`src/rtl/butterfly_stage_scheduler.sv`:
```
// butterfly_stage_scheduler
//   Sequences one butterfly_processor job. A command carries a transform length
//   and an FFT/IFFT select. Legal lengths start a job that streams
//   log2(length) * (length / (2*BU_PAR)) weight beats, stage-major, from a
//   weight RAM into the processor. The job then waits for `length` input beats
//   and `length` output beats, and pulses `done`. Illegal lengths pulse `err_len`
//   and leave the block idle.
//
// Ports
//   clk, rst_n            clock, asynchronous active-low reset
//   cmd_vld/cmd_rdy       command handshake; cmd_length, cmd_is_fft are payload
//   wmem_rd_en/_addr/_dat weight RAM read port (data valid 1 cycle after rd_en)
//   bp_length, bp_is_fft  job parameters to the processor, latched at accept
//   bp_weight_vld/_dat    weight beat stream to the processor
//   in_beat, out_beat     processor input / serial-output handshake strobes
//   abort                 (only with BFLY_SCHED_ABORT_EN) cancel the running job
//   busy, done, err_len   status: not-idle, job-complete pulse, bad-length pulse
//
// Handshake: a command transfers on a cycle where cmd_vld && cmd_rdy are both
// high. cmd_rdy is high only in IDLE and does not depend on cmd_vld. The
// sender holds the payload stable until the transfer happens.
//
// Build option: define BFLY_SCHED_ABORT_EN to add the abort input.
module butterfly_stage_scheduler #(
    parameter int DATA_WIDTH = 16,
    parameter int BU_PAR     = 4,
    parameter int MAX_LENGTH = 1024,
    parameter int ADDR_W     = 11
) (
    input  logic                           clk,
    input  logic                           rst_n,
    input  logic                           cmd_vld,
    output logic                           cmd_rdy,
    input  logic [15:0]                    cmd_length,
    input  logic                           cmd_is_fft,
    output logic                           wmem_rd_en,
    output logic [ADDR_W-1:0]              wmem_rd_addr,
    input  logic [DATA_WIDTH*4*BU_PAR-1:0] wmem_rd_dat,
    output logic [15:0]                    bp_length,
    output logic                           bp_is_fft,
    output logic                           bp_weight_vld,
    output logic [DATA_WIDTH*4*BU_PAR-1:0] bp_weight_dat,
    input  logic                           in_beat,
    input  logic                           out_beat,
`ifdef BFLY_SCHED_ABORT_EN
    input  logic                           abort,
`endif
    output logic                           busy,
    output logic                           done,
    output logic                           err_len
);

    // Depth = length / (2*BU_PAR), so the divide is a shift.
    localparam int          DEPTH_SHIFT = $clog2(2 * BU_PAR);
    localparam logic [15:0] MIN_LEN     = 16'(2 * BU_PAR);
    localparam logic [15:0] MAX_LEN     = 16'(MAX_LENGTH);

    typedef enum logic [2:0] {
        S_IDLE    = 3'd0,
        S_LOAD_W  = 3'd1,
        S_WAIT_IN = 3'd2,
        S_RUN     = 3'd3,
        S_DONE    = 3'd4
    } state_t;

    state_t              state_q, state_d;
    logic [15:0]         len_q;
    logic                fft_q;
    logic [15:0]         total_q;
    logic [ADDR_W-1:0]   addr_q;
    logic [15:0]         in_cnt_q;
    logic [15:0]         out_cnt_q;
    logic                err_q;
    logic                vld_q;

    logic                abort_w;
    logic                accept;
    logic                len_legal;
    logic [4:0]          stages_w;
    logic [15:0]         depth_w;
    logic [15:0]         total_w;
    logic                last_addr;
    logic                in_done;
    logic                out_done;
    logic                in_count_en;
    logic                out_count_en;

`ifdef BFLY_SCHED_ABORT_EN
    assign abort_w = abort;
`else
    assign abort_w = 1'b0;
`endif

    // Length decode: power of two within [2*BU_PAR, MAX_LENGTH]; stages is the
    // index of the single set bit.
    always_comb begin
        stages_w = 5'd0;
        for (int i = 0; i < 16; i++) begin
            if (cmd_length[i]) stages_w = 5'(i);
        end
        depth_w   = cmd_length >> DEPTH_SHIFT;
        total_w   = depth_w * {11'd0, stages_w};
        len_legal = ((cmd_length & (cmd_length - 16'd1)) == 16'd0) &&
                    (cmd_length >= MIN_LEN) && (cmd_length <= MAX_LEN);
    end

    assign accept    = cmd_vld && cmd_rdy;
    assign last_addr = ({{(16-ADDR_W){1'b0}}, addr_q} == (total_q - 16'd1));

    // "Done" includes the beat arriving this cycle so the simultaneous case
    // (last weight address together with the final input beat) goes straight
    // to RUN.
    assign in_done  = (in_cnt_q == len_q) || (in_beat && (in_cnt_q == len_q - 16'd1));
    assign out_done = (out_cnt_q == len_q) || (out_beat && (out_cnt_q == len_q - 16'd1));

    // Counting stops at len_q so surplus beats never leak into a later job.
    assign in_count_en  = in_beat && (in_cnt_q != len_q) &&
                          ((state_q == S_LOAD_W) || (state_q == S_WAIT_IN));
    assign out_count_en = out_beat && (out_cnt_q != len_q) &&
                          ((state_q == S_WAIT_IN) || (state_q == S_RUN));

    always_ff @(posedge clk or negedge rst_n) begin
        if (!rst_n) state_q <= S_IDLE;
        else        state_q <= state_d;
    end

    always_comb begin
        state_d    = state_q;
        cmd_rdy    = 1'b0;
        busy       = 1'b1;
        done       = 1'b0;
        wmem_rd_en = 1'b0;
        case (state_q)
            S_IDLE: begin
                cmd_rdy = 1'b1;
                busy    = 1'b0;
                if (accept && len_legal) state_d = S_LOAD_W;
            end
            S_LOAD_W: begin
                wmem_rd_en = 1'b1;
                if (last_addr) state_d = in_done ? S_RUN : S_WAIT_IN;
            end
            S_WAIT_IN: begin
                if (in_done) state_d = S_RUN;
            end
            S_RUN: begin
                if (out_done) state_d = S_DONE;
            end
            S_DONE: begin
                done    = 1'b1;
                state_d = S_IDLE;
            end
            default: state_d = S_IDLE;
        endcase
        if (abort_w && (state_q != S_IDLE)) state_d = S_IDLE;
    end

    always_ff @(posedge clk or negedge rst_n) begin
        if (!rst_n) begin
            len_q     <= '0;
            fft_q     <= 1'b0;
            total_q   <= '0;
            addr_q    <= '0;
            in_cnt_q  <= '0;
            out_cnt_q <= '0;
            err_q     <= 1'b0;
            vld_q     <= 1'b0;
        end else begin
            err_q <= accept && !len_legal;
            // Abort must silence the weight stream on the very next cycle.
            vld_q <= wmem_rd_en && !abort_w;
            if (accept && len_legal) begin
                len_q   <= cmd_length;
                fft_q   <= cmd_is_fft;
                total_q <= total_w;
            end
            if (state_d == S_IDLE) begin
                addr_q    <= '0;
                in_cnt_q  <= '0;
                out_cnt_q <= '0;
            end else begin
                if ((state_q == S_LOAD_W) && !last_addr) addr_q <= addr_q + 1'b1;
                if (in_count_en)  in_cnt_q  <= in_cnt_q + 16'd1;
                if (out_count_en) out_cnt_q <= out_cnt_q + 16'd1;
            end
        end
    end

    assign wmem_rd_addr  = addr_q;
    assign bp_length     = len_q;
    assign bp_is_fft     = fft_q;
    assign err_len       = err_q;
    assign bp_weight_vld = vld_q;
    // RAM data already arrives one cycle after the read; gate it so the beat
    // bus reads zero whenever no beat is valid.
    assign bp_weight_dat = vld_q ? wmem_rd_dat : '0;

endmodule

```
`config.mk`:
```
export PLATFORM = sky130hd
export DESIGN_NAME = butterfly_stage_scheduler
export DESIGN_NICKNAME = d
export VERILOG_FILES = /design/src/rtl/butterfly_stage_scheduler.sv
export SDC_FILE = /design/constraint.sdc
export NUM_CORES = 1
export LEC_CHECK = 0
export ABC_AREA = 1
export CORE_AREA = 4 4 221 223
export DETAILED_ROUTE_END_ITERATION = 10
export DIE_AREA = 0 0 225 227
export GPL_TIMING_DRIVEN = 1
export PLACE_DENSITY = 0.59
export SLEW_MARGIN = 20
export SYNTH_ARGS = -nofsm -noshare
export SYNTH_HDL_FRONTEND = slang
export SYNTH_SLANG_ARGS = --single-unit
```
`constraint.sdc`:
```
create_clock -name clk -period 6.2 [get_ports clk]
set_input_delay 0.62 -clock clk [delete_from_list [all_inputs] [get_ports clk]]
set_output_delay 0.62 -clock clk [all_outputs]
set_load 0.02 [all_outputs]
```
* Word level (Yosys, flattened, before mapping)
Cells that the tools add are included.
** Word-level totals
- Output and inout bits :: 290
- Register bits after elaboration :: 81
** Cells by class
- Order comparisons :: 2
- Mux-type cells :: 32
- Multipliers :: 1
- Eq/ne operators :: 11
- $add $sub $neg :: 6
- Reduce and logical (&&, ||, !) cells :: 24
- Bitwise gates (word level) :: 1
** Operator list (number)
- $mux W256 :: 1
- $eq A16 B16 Y1 :: 4
- $mux W16 :: 4
- $sub A16 B1 Y16 const B :: 3
- $mux W5 :: 7
- $add A16 B1 Y16 const B :: 2
- $ne A16 B16 Y1 :: 2
- $mux W3 :: 8
- $mux W11 :: 2
- $and A16 B16 Y16 :: 1
- $eq A11 B16 Y1 :: 1
- $ge A16 B4 Y1 const B :: 1
- $le A16 B11 Y1 const B :: 1
- $logic_not A16 Y1 :: 1
- $mul A13 B5 Y16 :: 1
- $logic_and A1 B1 Y1 :: 12
- $pmux W3 S4 :: 1
- $add A11 B1 Y11 const B :: 1
- $eq A3 B2 Y1 const B :: 2
- $logic_not A3 Y1 :: 2
- $mux W1 :: 6
- $reduce_bool A2 Y1 :: 3
- $logic_or A1 B1 Y1 :: 4
- $mux W2 :: 2
- 4 further kinds :: 5

* Depth between registers and ports, before layout
Gate-level depths: netlist of the first run.
- Word-level depth :: 16
- Depth in mapped cells :: 24

* Least setup slack after synthesis of the first run
No wires, ideal clock.
- Path type :: in2reg
- From :: input cmd_length[6]
- To :: register total_q[12]
- Buffers on the path :: 0
- Path slack :: 1847 ps
- Setup time :: 120 ps
- Arrival :: 4234 ps
- Cell stages on the path :: 20
- Cells stage by stage :: nor2_1 -> nand2_1 -> a21oi_1 -> nor2_1 -> ha_1 -> fa_1 -> inv_1 -> fa_1 -> inv_1 -> ha_1 -> a21oi_1 -> nand2_1 -> nand2_1 -> nand2_1 -> a21oi_1 -> o21ai_0 -> a31oi_1 -> xor2_1 -> o21ai_0 -> inv_1
** On the way
- Longest elaborated chain between the ends :: 11
- Elaborated cells between the ends (all ways) :: 19
- Those cells by class :: 1 x add/sub; 1 x mul; 2 x order compare; 10 x mux; 1 x bitwise; 4 x reduce/logical
** Ends and longest elaborated chain
- start: declaration :: line 34 : input logic [15:0] cmd_length,
- $mux W3 (2 in a row) :: line 99 : if (cmd_length[i]) stages_w = 5'(i);
- $mux W4 :: line 99
- $mux W5 (7 in a row) :: line 99
- $mul A13 B5 Y16 :: line 102 : total_w = depth_w * {11'd0, stages_w};
- end signal: assignment :: line 175 : total_q <= total_w;
- end: declaration :: line 69 : logic [15:0] total_q;
Parallel ways exist; a longest one is shown, timed or not.
A chain may end at the register's enable or synchronous reset.

* Worst setup path after layout of the first run
- From :: input cmd_length[13]
- To :: register total_q[15]
** On the way
- Longest elaborated chain between the ends :: 6
- Elaborated cells between the ends (all ways) :: 12
- Those cells by class :: 1 x add/sub; 1 x mul; 2 x order compare; 3 x mux; 1 x bitwise; 4 x reduce/logical
** Ends and longest elaborated chain
- parallel branches: the longest is 6 deep, another holds $mul A13 B5 Y16
Parallel ways; which one is timed is not known.

==> impl_metrics.py, run 1 <==
metrics = {
    "timing": {
        "setup_tns_ps": 0,
        "finalCritPeriodShare_pct": 79.8,
        "min_period_ps": 4950,
        "grt_setup_unrepaired": "false",
        "slew_headroom_pct": 38.4,
        "setup_viol": 0,
        "skew_ps": 11.8,
        "finalHoldViolCount": 0,
        "tightest_slew_ps": 923,
        "slew_violations": 0,
        "clock.fmax_mhz": 202,
    },
    "drt": {
        "drc": 0,
        "wire_per_inst_um": 23.2,
        "drtAntennaViolNets": 0,
        "vias": 12308,
        "wl_um": 65400,
        "drt_iter0_markers": 729,
        "firstDrtPassIters": 5,
        "avgViaCountPerCell": 4.37,
    },
    "status": {
        "status": "complete, no violations",
    },
    "power_and_ir_drop": {
        "vdd_drop_max_mv": 0.0910,
        "fin_total_pwr_mw": 1.98,
        "leakagePower_nw": 9.04,
        "p_per_area_nw_per_um2": 122,
    },
    "synthesis": {
        "avgSynthCellArea_um2": 5.80,
        "synth_xor_area_share_pct": 7.45,
        "ys_warn_count": 0,
        "netlist_area_um2": 9640,
        "yosys.area_share.simple_pct": 37.4,
        "synth_top_family_by_area": "simple AND/OR/NAND/NOR gates",
        "async_flop_share_pct": 100,
        "ys_types": 44,
        "synth_compound_area_share_pct": 4.12,
        "syn_nets": 2001,
        "yosys.area.top_type": "dfrtp_1",
        "ys_ff_latch": 81,
        "synth_flop_cell": "dfrtp_1",
        "synth_commonest_cells": "nand2_1, inv_1, nor2_1",
        "yosysSeqAreaShare_pct": 21.0,
        "yosysMostFrequentCell": "nand2_1",
        "synth.area.mux_share_pct": 0.623,
        "syn_inst": 1662,
        "synth-adder-area-share_pct": 9.56,
        "synthTopCellsByArea": "dfrtp_1, nand2_1, inv_1",
        "synth_top_area_share_pct": 21.0,
        "synth_edf_count": 0,
    },
    "worst_hold_path": {
        "holdCritPathClass": "in2async",
    },
    "clock_tree": {
        "postCtsSetupRepairBufs": 0,
        "cts_inserted_buffers": 9,
        "cts_sinks": 81,
        "clk_latency_ps": 370,
        "cts_root_buf": "clkbuf_16",
        "cts_tree": "built",
        "clockBufferDepth": 2,
        "h-tree-depth": 3,
        "post_cts_resized": 0,
        "path_clk_slew_ps": 70,
        "ctsHoldBuffers": 0,
    },
    "placed_design": {
        "place_hpwl_um": 58000,
        "place_congestion": 0.968,
        "io_buffers": 567,
        "dpl-instance-area_um2": 15800,
    },
    "grt": {
        "grt_pass1_wl_um": 88900,
        "track_usage_pct": 24.2,
        "grt-ovfl-total": 0,
        "grt_max_degree": 201,
        "antenna_found_initial": 37,
        "grt_pass1_vias": 12139,
    },
    "die": {
        "fp.dieH_um": 227,
        "die-area_um2": 51100,
        "core_area_um2": 46600,
        "die_x_um": 225,
        "start_util_pct": 20.7,
        "row_count": 79,
        "ios": 568,
    },
    "finish": {
        "num-fill-cells": 5096,
        "final_nets": 2526,
        "area_growth_pct": 68.3,
        "layout-drive-gt1-share_pct": 3.15,
        "fin_area_um2": 16200,
    },
    "worst_setup_path": {
        "crit_type": "in2reg",
        "startpoint_type": "input pin",
        "worstPathArrival_ps": 5190,
        "critPathMaxFanout": 6,
        "cp-end-kind": "register",
        "required_ps": 6450,
    },
    "job": {
        "max_cap_viol_count": 0,
    },
}
[layout by cell type (no fill, tap or decap), drive strengths merged, types with 17 or more instances in the layout]
cell type      synthesis  final
inv                  433    436
nand3                 67     67
xnor2                 21     21
fa                    21     21
a21oi                 22     22
nand2                537    537
clkdlybuf4s50          0    566
ha                    40     40
o21ai                 42     42
xor2                  61     61
nand4                 21     21
diode                  0     17
nor2                 210    210
dfrtp                 81     81
[layer usage]
metal  global-route usage, %  vias to the layer above  wire length, um
met5                       0                        -              150
met4                    7.02                       24             1380
met3                    9.35                       74             6410
met2                    38.2                      531            29900
met1                    31.0                     5800            27600
li1                        -                     5879                -
[per-stage QoR]
step	cells	utilization (%)	hold WS, ps	setup WS [ps]
5_1_grt	2811	34.8	115	842
4_1_cts	2799	34.7	96.7	1290
6_report	2816	34.8	106	1250
3_3_place_gp	2783	34.0	465	963
3_5_place_dp	2783	34.0	485	915
2_1_floorplan	1662	-	324	1850
[logic make-up after synthesis]
family / count (synthesis)
AO/OA/AOI/OAI: 73
flip-flops: 81
multiplexers: 6
XOR/XNOR: 82
AND/OR/NAND/NOR: 867
buffers and inverters: 492
adder cells (fa/ha/maj): 61
[final timing paths]
path	startpoint	slack, ps	end	cells after the start
hold reg to reg	bp_is_fft	500	bp_is_fft	2
setup / recovery	cmd_length[13]	1250	total_q[15]	24
min in group clk	bp_is_fft	500	bp_is_fft	2
hold / removal	rst_n	110	bp_length[1]	1
setup reg to reg	bp_length[0]	3090	in_cnt_q[8]	15
max in group asynchronous	rst_n	4840	bp_weight_vld	2
[area by class of cell]
cell class / count / area (um^2) / area share, %
Clock inverter: 6 / 97.6 / 0.602
Antenna cell: 17 / 42.5 / 0.262
Inverter: 435 / 1640 / 10.1
Timing Repair Buffer: 571 / 5720 / 35.2
Sequential cell: 81 / 2030 / 12.5
Tap cell: 607 / 759 / 4.68
Clock buffer: 10 / 229 / 1.41
Multi-Input combinational cell: 1089 / 5700 / 35.2
[sequential cells by signal, summed over array words and instances, names as in the netlist]
register and count:
state_q 3, in_cnt_q 16, bp_length 16, wmem_rd_addr 11
bp_is_fft 1, bp_weight_vld 1, total_q 16, err_len 1
out_cnt_q 16
[power by group]
| group | switching [mW] | internal (mW) | leakage (nW) |
|---|---|---|---|
| sequential | 0.0465 | 0.556 | 0.958 |
| combinational | 0.403 | 0.368 | 7.93 |
| clock | 0.250 | 0.360 | 0.160 |
[critical path, cell delays in order]
cell	delay, ps
clkdlybuf4s50_1	540
inv_1	140
nand2_1	120
inv_1	110
nand2_1	70
a21oi_1	310
buf_4	220
nor2_1	50
ha_1	320
fa_1	540
inv_1	50
fa_1	540
inv_1	50
ha_1	370
a21oi_1	230
o21ai_0	110
nand2_1	70
nand4_1	130
a21oi_1	160
nor2_1	50
nor2_1	100
xor2_1	80
o21ai_0	150
inv_1	60
Power figures use the tool's default switching activity.
==> run 2, diff against run 1 <==
--- a/config.mk
+++ b/config.mk
@@ -6,11 +6,11 @@
 export NUM_CORES = 1
 export LEC_CHECK = 0
 export ABC_AREA = 1
-export CORE_AREA = 4 4 221 223
+export CORE_AREA = 4 4 222 224
 export DETAILED_ROUTE_END_ITERATION = 10
-export DIE_AREA = 0 0 225 227
+export DIE_AREA = 0 0 226 228
 export GPL_TIMING_DRIVEN = 1
-export PLACE_DENSITY = 0.59
+export PLACE_DENSITY = 0.6
 export SLEW_MARGIN = 20
 export SYNTH_ARGS = -nofsm -noshare
 export SYNTH_HDL_FRONTEND = slang
==> constraint.sdc (replaced) <==
create_clock -name clk -period 4.5 [get_ports clk]
set_input_delay 0.45 -clock clk [delete_from_list [all_inputs] [get_ports clk]]
set_output_delay 0.45 -clock clk [all_outputs]
set_load 0.02 [all_outputs]
==> run 2 against run 1 <==
Register-to-register slack got worse by 1700 ps. Combinational power rose by 63%. Sequential cell count did not move. Largest cell class unchanged. Largest power group unchanged.
==> impl_metrics.py, run 2 (same netlist as run 1, synthesis figures left out) <==
metrics = {
    "status": {
        "status": "complete, no violations",
    },
    "drt": {
        "drt_iter0_markers": 800,
        "wl_um": 69400,
        "drc": 0,
        "firstDrtPassIters": 7,
        "vias": 12481,
        "avgViaCountPerCell": 4.33,
        "drtAntennaViolNets": 0,
        "wire_per_inst_um": 24.1,
    },
    "clock_tree": {
        "cts_sinks": 81,
        "cts_inserted_buffers": 9,
        "ctsHoldBuffers": 0,
        "post_cts_resized": 0,
        "clockBufferDepth": 2,
        "cts_tree": "built",
        "path_clk_slew_ps": 70,
        "clk_latency_ps": 350,
        "postCtsSetupRepairBufs": 0,
        "h-tree-depth": 3,
        "cts_root_buf": "clkbuf_16",
    },
    "finish": {
        "layout-drive-gt1-share_pct": 5.91,
        "fin_util_pct": 35.2,
        "mostFrequentLayoutCells": "clkdlybuf4s50_1, nand2_1, inv_1, nor2_1, dfrtp_1",
        "final_common_cell": "clkdlybuf4s50_1",
        "final_nets": 2584,
        "area_growth_pct": 73.1,
        "fin_area_um2": 16700,
        "finalNonFillerCells": 2881,
    },
    "timing": {
        "setup_viol": 0,
        "finalCritPeriodShare_pct": 93.3,
        "slew_headroom_pct": 36.4,
        "grt_setup_unrepaired": "true",
        "finalHoldViolCount": 0,
        "skew_ps": 12.1,
        "tightest_slew_ps": 947,
        "slew_violations": 0,
        "setup_ws_ps": 301,
        "setup_tns_ps": 0,
        "fin_hold_ws_ps": 158,
        "min_period_ps": 4200,
        "clock.fmax_mhz": 238,
    },
    "worst_setup_path": {
        "crit_path_frequent_cell": "nor2_1",
        "path_buf_inv": 5,
        "worstPathCellList": "clkdlybuf4s50_1, nor2_1, nand2_1, a21oi_4, buf_4, nor2_1, ha_1, fa_1, inv_1, fa_1, inv_1, ha_1, a21oi_2, o21ai_0, nand2_1, nand4_1, a21oi_1, nor2_1, nor2_1, xor2_1, o21ai_1, inv_1",
        "r2r_end": "wmem_rd_addr[4]",
        "critPathTopFamily": "adder cells",
        "required_ps": 4730,
        "startpoint_type": "input pin",
        "worstPathArrival_ps": 4430,
        "crit_start": "cmd_length[6]",
        "timing.rr.start": "bp_length[1]",
        "r2r_setup_slack_ps": 1350,
        "crit_type": "in2reg",
        "max_stage_delay_ps": 540,
        "cp-end-kind": "register",
        "crit_slowest_cell": "fa_1",
        "critical_path_depth": 22,
        "rr_worst_depth": 17,
        "worstSetupEndpoint": "total_q[15]",
        "critPathMaxFanout": 6,
    },
    "power_and_ir_drop": {
        "p_per_area_nw_per_um2": 172,
        "leakagePower_nw": 9.33,
        "vdd_drop_max_mv": 0.168,
        "fin_total_pwr_mw": 2.87,
    },
    "placed_design": {
        "io_buffers": 567,
        "place_hpwl_um": 62600,
        "dpl-instance-area_um2": 16300,
        "place_congestion": 1.01,
        "place_ws_ps": -234,
        "dp_cells": 2849,
    },
    "die": {
        "die_x_um": 226,
        "die-area_um2": 51500,
        "start_util_pct": 20.4,
        "fp.dieH_um": 228,
        "core_area_um2": 47300,
        "ios": 568,
        "row_count": 80,
    },
    "job": {
        "max_cap_viol_count": 0,
    },
    "worst_hold_path": {
        "holdCritPathClass": "in2async",
    },
    "grt": {
        "antenna_found_initial": 32,
        "track_usage_pct": 25.9,
        "grt_max_degree": 83,
        "grt_pass1_wl_um": 94800,
        "grt_pass1_vias": 12283,
        "grt-ovfl-total": 0,
    },
}
[run 2: worst min-delay path by stage]
stage	end	slack, ps	cells past startpoint
after floorplan	bp_is_fft	150	0
after global placement	bp_is_fft	470	2
after detailed placement	bp_is_fft	480	2
after CTS	bp_length[11]	200	1
after global routing	bp_length[1]	230	1
final	out_cnt_q[1]	160	1
[run 2: power breakdown]
part	leakage, nW	total (mW)	switching [mW]	internal, mW
Clock	0.155	0.787	0.333	0.454
Combinational	8.22	1.26	0.620	0.635
Sequential	0.958	0.832	0.0661	0.766
Total	9.33	2.87	1.02	1.85
[run 2: final cells by class]
type | instances | area [um^2]
diodes | 16 | 40.0
clock buffers | 10 | 239
fillers | 5152 | 30700
inverters | 435 | 1640
repair buffers | 629 | 6160
flip-flops and latches | 81 | 2030
clock inverters | 6 | 72.6
well taps | 615 | 769
multi-input cells | 1089 | 5730
[run 2: worst register-to-register path: stages, from the launching register on]
cell and delay [ps]:
dfrtp_1 450, inv_2 140, ha_1 260, nand2_1 80, nor2_1 220, nand3_1 150
inv_1 90, nor2_1 40, nor2_1 150, nand2_1 90, nor2_2 140, nand3_2 160
nand3_2 100, nand2_1 60, nor2_2 140, nand2_4 200, inv_4 430, nor2_1 110
[run 2: metal layers]
| layer | up-vias | track usage [%] | part of all wire [%] |
|---|---|---|---|
| li1 | 5976 | - | - |
| met1 | 5911 | 36.8 | 47 |
| met2 | 523 | 39.6 | 44 |
| met3 | 65 | 4.76 | 6.6 |
| met4 | 6 | 8.33 | 2.7 |
| met5 | - | 0 | 0.066 |
